`src/rtl/scan_mux_if.sv`:
```
// Bundle of the scan multiplexer's control, data and status signals.
// The master drives selection and channel data; the slave returns the registered sample.
interface scan_mux_if #(
    parameter int N       = 4,
    parameter int W       = 1,
    parameter int DWELL_W = 4
);
    localparam int SW = (N > 1) ? $clog2(N) : 1;

    logic               en;
    logic               mode;
    logic [SW-1:0]      sel;
    logic [DWELL_W-1:0] dwell;
    logic [N*W-1:0]     din;
    logic [W-1:0]       dout;
    logic [SW-1:0]      ch;
    logic               valid;
    logic               wrap;

    modport master (
        output en, mode, sel, dwell, din,
        input  dout, ch, valid, wrap
    );

    modport slave (
        input  en, mode, sel, dwell, din,
        output dout, ch, valid, wrap
    );
endinterface

```
`src/rtl/scan_mux.sv`:
```
// N-channel registered multiplexer with manual select or auto-scan rotation.
// dout, ch, valid and wrap all come straight from flops, one cycle after sampling.
module scan_mux #(
    parameter int N       = 4,
    parameter int W       = 1,
    parameter int DWELL_W = 4
) (
    input  logic      clk,
    input  logic      rst_n,
    scan_mux_if.slave bus
);
    localparam int SW = (N > 1) ? $clog2(N) : 1;
    localparam logic [SW-1:0] LAST = SW'(N - 1);

    logic [W-1:0]       chan [N];
    logic [SW-1:0]      c_sel;
    logic               in_range;
    logic [W-1:0]       data_sel;
    logic               last_ch;
    logic               advance;

    logic [W-1:0]       dout_reg;
    logic [SW-1:0]      ch_reg;
    logic               valid_reg;
    logic               wrap_reg;
    logic [SW-1:0]      ptr_reg;
    logic [DWELL_W-1:0] cnt_reg;

    genvar gi;
    generate
        for (gi = 0; gi < N; gi++) begin : g_chan
            assign chan[gi] = bus.din[gi*W +: W];
        end
    endgenerate

    assign c_sel = bus.mode ? ptr_reg : bus.sel;

    // Only a non-power-of-2 channel count leaves select codes with no channel.
    generate
        if ((1 << SW) == N) begin : g_full_range
            assign in_range = 1'b1;
        end else begin : g_partial_range
            assign in_range = (c_sel < SW'(N));
        end
    endgenerate

    always_comb begin
        data_sel = '0;
        for (int k = 0; k < N; k++) begin
            if (c_sel == SW'(k)) begin
                data_sel = chan[k];
            end
        end
    end

    // >= rather than == so a dwell lowered below the running count still advances.
    assign advance = (cnt_reg >= bus.dwell);
    assign last_ch = (ptr_reg == LAST);

    always_ff @(posedge clk or negedge rst_n) begin
        if (!rst_n) begin
            dout_reg  <= '0;
            ch_reg    <= '0;
            valid_reg <= 1'b0;
            wrap_reg  <= 1'b0;
            ptr_reg   <= '0;
            cnt_reg   <= '0;
        end else if (!bus.en) begin
            dout_reg  <= '0;
            valid_reg <= 1'b0;
            wrap_reg  <= 1'b0;
        end else begin
            if (in_range) begin
                dout_reg  <= data_sel;
                ch_reg    <= c_sel;
                valid_reg <= 1'b1;
            end else begin
                dout_reg  <= '0;
                valid_reg <= 1'b0;
            end

            if (bus.mode) begin
                if (advance) begin
                    cnt_reg  <= '0;
                    ptr_reg  <= last_ch ? '0 : ptr_reg + SW'(1);
                    wrap_reg <= last_ch;
                end else begin
                    cnt_reg  <= cnt_reg + DWELL_W'(1);
                    wrap_reg <= 1'b0;
                end
            end else begin
                cnt_reg  <= '0;
                wrap_reg <= 1'b0;
            end
        end
    end

    assign bus.dout  = dout_reg;
    assign bus.ch    = ch_reg;
    assign bus.valid = valid_reg;
    assign bus.wrap  = wrap_reg;
endmodule

```
`src/flat_wrapper.sv`:
```
// flat-port wrapper written by rule: the top's interface ports become plain ports
module scan_mux_flat 
#(
    parameter int N       = 4,
    parameter int W       = 1,
    parameter int DWELL_W = 4
)
  (clk, rst_n, bus_en, bus_mode, bus_sel, bus_dwell, bus_din, bus_dout, bus_ch, bus_valid, bus_wrap);
  scan_mux_if #(.N(N), .W(W), .DWELL_W(DWELL_W)) bus_i ();
  input  logic clk;
  input  logic rst_n;
  input wire logic [$bits(bus_i.en)-1:0] bus_en;
  input wire logic [$bits(bus_i.mode)-1:0] bus_mode;
  input wire logic [$bits(bus_i.sel)-1:0] bus_sel;
  input wire logic [$bits(bus_i.dwell)-1:0] bus_dwell;
  input wire logic [$bits(bus_i.din)-1:0] bus_din;
  output wire logic [$bits(bus_i.dout)-1:0] bus_dout;
  output wire logic [$bits(bus_i.ch)-1:0] bus_ch;
  output wire logic [$bits(bus_i.valid)-1:0] bus_valid;
  output wire logic [$bits(bus_i.wrap)-1:0] bus_wrap;
  assign bus_i.en = bus_en;
  assign bus_i.mode = bus_mode;
  assign bus_i.sel = bus_sel;
  assign bus_i.dwell = bus_dwell;
  assign bus_i.din = bus_din;
  assign bus_dout = bus_i.dout;
  assign bus_ch = bus_i.ch;
  assign bus_valid = bus_i.valid;
  assign bus_wrap = bus_i.wrap;
  scan_mux #(.N(N), .W(W), .DWELL_W(DWELL_W)) u_core (.clk(clk), .rst_n(rst_n), .bus(bus_i));
endmodule
```
`config.mk`:
```
export PLATFORM = sky130hd
export DESIGN_NAME = scan_mux_flat
export DESIGN_NICKNAME = d
export VERILOG_FILES = /design/src/rtl/scan_mux_if.sv /design/src/rtl/scan_mux.sv /design/src/flat_wrapper.sv
export SDC_FILE = /design/constraint.sdc
export NUM_CORES = 1
export LEC_CHECK = 0
export CORE_MARGIN = 5
export CORE_UTILIZATION = 45
export DETAILED_ROUTE_END_ITERATION = 6
export PLACE_DENSITY = 0.8
export REMOVE_ABC_BUFFERS = 1
export SYNTH_ARGS = -nofsm -noshare
export SYNTH_HDL_FRONTEND = slang
export SYNTH_SLANG_ARGS = --single-unit
```
`constraint.sdc`:
```
create_clock -name clk -period 2.2 [get_ports clk]
set_clock_uncertainty 0.1 [all_clocks]
set_input_delay 0.44 -clock clk [delete_from_list [all_inputs] [get_ports clk]]
set_output_delay 0.44 -clock clk [all_outputs]
set_load 0.01 [all_outputs]
```
==> results of run 1 <==
==> where the power goes <==
group          internal, mW  switching, mW
Clock                0.0702         0.0709
Combinational         0.124          0.102
Sequential            0.246         0.0455
Total                 0.440          0.218
==> final cells by class <==
| cell class | count | area (um^2) | share of cell area [%] |
|---|---|---|---|
| well taps | 15 | 18.8 | 2.13 |
| flip-flops and latches | 11 | 275 | 31.2 |
| clock buffers | 4 | 26.3 | 2.98 |
| multi-input cells | 44 | 335 | 38.1 |
| inverters | 8 | 30.0 | 3.41 |
| repair buffers | 20 | 195 | 22.2 |
==> cells by family (layout without fill, tap and decap cells) <==
logic type      count (synthesis)  count (layout)
flops                          11              11
mux                             3               3
fa+ha+maj                       6               6
compound gates                 19              19
simple gates                   16              16
buf+inv                        10              32
==> stage by stage <==
stage               hold WS, ns  setup TNS, ns  cells  worst slack (ns)  utilization, %
finish                    0.379              0    102             0.238            66.0
CTS                       0.393              0    102             0.236            66.0
global route              0.417              0    102             0.180            66.0
detailed placement        0.413        -0.0994     98           -0.0573            64.1
global placement          0.408              0     98            0.0390            64.1
floorplan                0.0444              0     63             0.534               -
==> critical path, delay by kind of cell <==
family                     cells  cell delay [ns]
and+or+nand+nor                1             0.11
buffers and inverters          2             0.49
muxes                          1             0.33
adders and majority gates      1             0.32
AOI/OAI and AO/OA              2             0.33
==> per-layer routing <==
metal	vias up	part of all wire, %	GRT usage [%]
met5	-	0	0
met4	0	0	1.61
met3	0	7.0	8.27
met2	17	49	24.5
met1	242	43	15.0
li1	274	-	-
==> cell usage in the layout (no fill, tap or decap), drive strengths merged, types with 3 or more instances in the layout <==
cell,count
a21oi,5
clkdlybuf4s50,18
nand3,3
o211ai,3
clkbuf,4
nor2b,3
inv,8
ha,6
dfrtp,11
nor2,4
o21ai,5
==> worst max path at each step <==
| stage | startpoint | to | slack, ns |
|---|---|---|---|
| 6_report | bus_dwell[3] | u_core.ptr_reg[1] | 0.24 |
| 5_1_grt | bus_dwell[3] | u_core.ptr_reg[1] | 0.18 |
| 4_1_cts | bus_dwell[3] | u_core.ptr_reg[1] | 0.24 |
| 3_5_place_dp | bus_dwell[3] | u_core.ptr_reg[1] | -0.06 |
| 3_3_place_gp | bus_dwell[3] | u_core.ptr_reg[1] | 0.04 |
| 2_1_floorplan | bus_dwell[3] | u_core.ptr_reg[0] | 0.53 |
==> qor.yml, run 1 <==
global_routing:
  track_usage_pct: 14.0
  grt_pass1_wl_mm: 2.17
  first_global_vias: 566
  grt_start_max_net_pins: 12
  number_of_antenna_violations_at_the_first_check_in_global_routing: 0
  grt.overflow.total: 0
setup_path:
  worst-r2r-setup-slack_ns: 0.46
  worst_ep_arrival_time_ns: 2.01
  worst_r2r_path_depth: 6
  regToRegEndpoint: "u_core.ptr_reg[1]"
  crit_path_max_incr_delay_ns: 0.45
  worst_r2r_startpoint: "u_core.cnt_reg[0]"
  setup.worst_path.class: "input port to flop"
  worstPathRequired_ns: 2.25
  critPathLaunchType: "input port"
  end_kind: "flop"
  cp_cell_sequence: "clkdlybuf4s50_1, inv_1, ha_1, a21oi_1, o21ai_2, nand3_2, mux2_1"
  crit_fanout: 3
  cp_max_delay_cell: "sky130_fd_sc_hd__clkdlybuf4s50_1"
timing:
  fmax_ghz: 0.510
  min_period_ns: 1.96
  slew_of_the_pin_with_the_lowest_slew_margin_ns: 0.459
  slew-limit-headroom_pct: 69.3
  finalSetupViolations: 0
  rsz0062_at_grt: "false"
  portion_of_the_clock_cycle_consumed_by_the_worst_path_in_the_final_layout_pct: 89.2
  finalHoldViolCount: 0
  final-max-slew-violation-count: 0
logic_synthesis:
  synthAdderAreaFrac_pct: 11.5
  synth-main-ff-cell: "sky130_fd_sc_hd__dfrtp_1"
  simple_gate_share_of_the_synthesized_area_pct: 14.8
  synth_mux_area_share_pct: 4.99
  syn_avg_cell_area_um2: 10.0
  synthTopCellsByCount: "sky130_fd_sc_hd__dfrtp_1, sky130_fd_sc_hd__inv_1, sky130_fd_sc_hd__ha_1"
  synth_top_area_share_pct: 42.2
  synth-compound-area-share_pct: 20.2
  synth_edf_count: 0
  synth.most_common_cell: "sky130_fd_sc_hd__dfrtp_1"
  synthTopCellsByArea: "sky130_fd_sc_hd__dfrtp_1, sky130_fd_sc_hd__ha_1, sky130_fd_sc_hd__inv_1, sky130_fd_sc_hd__a21oi_1, sky130_fd_sc_hd__mux2_1"
  asyncSetResetFlopFracSynth_pct: 100
  synth_xor_xnor_area_share_pct: 0
  post_synth_instance_area_um2: 652
  synthesis.yosys.warnings: 0
  synth-seq-area-share_pct: 42.2
  ys_seq_elements: 11
  netlist_instances: 65
  synth_top_area_cell: "sky130_fd_sc_hd__dfrtp_1"
  synth_top_family_by_area: "compound AO/OA/AOI/OAI gates"
  synth_cell_types: 28
drt:
  drtIter0Drc: 7
  avgViaCountPerCell: 5.23
  post_drt_wl_per_cell_um: 13.2
  vias: 533
  drc: 0
  final_antenna_net_count: 0
  drt_first_pass_iters: 4
  wirelength_mm: 1.34
floorplanning:
  die_x_um: 48.1
  ioPinCount: 19
  placement_rows: 13
  die-height_um: 48.1
  floorplan.initialDensity_pct: 48.9
  die_area_um2: 2310
  coreArea_um2: 1330
final_layout:
  final_nets: 108
  post_route_cells_drive_above_1_share_pct: 11.5
  area_delta_synth_final_pct: 35.1
  post-route-cell-area_um2: 881
  insertedDiodeCount: 0
  largest_reg_flops: 4
  count_of_fill_cells_added_during_filler_insertion: 113
clock_tree:
  cts.htree.levels: 1
  cts_num_sinks: 11
  holdBufCountCts: 0
  clk_pin_slew_worst_paths_ns: 0.08
  cts_resized: 0
  clk-insertion-delay-late_ns: 0.27
  postCtsSetupRepairBufs: 0
  cts_root_buffer: "sky130_fd_sc_hd__clkbuf_4"
  max-clock-path-buffers: 2
  cts-buffers-inserted: 3
  cts_tree: "done"
place:
  gp_congestion: 0.809
  numPortBuffers: 18
  area_of_placed_instances_um2: 855
  place.detailed.hpwl_mm: 1.07
hold_path:
  hold_path.class: "input port to async pin"
job:
  cap_viol_max_count: 0
power_and_ir_drop:
  ir_drop_uv: 325
  post-layout-total-power_mw: 0.658
  p_leak_nw: 0.395
  p_per_area_nw_per_um2: 747
status:
  run_status: "complete, no violations"
No activity file was read; power rests on OpenSTA's default activity.
==> run 2, diff against run 1 <==
Settings changed: TNS_END_PERCENT set to 20.
==> results of run 2 <==
The final DEF is identical to that of run 1; final timing and power are the same.
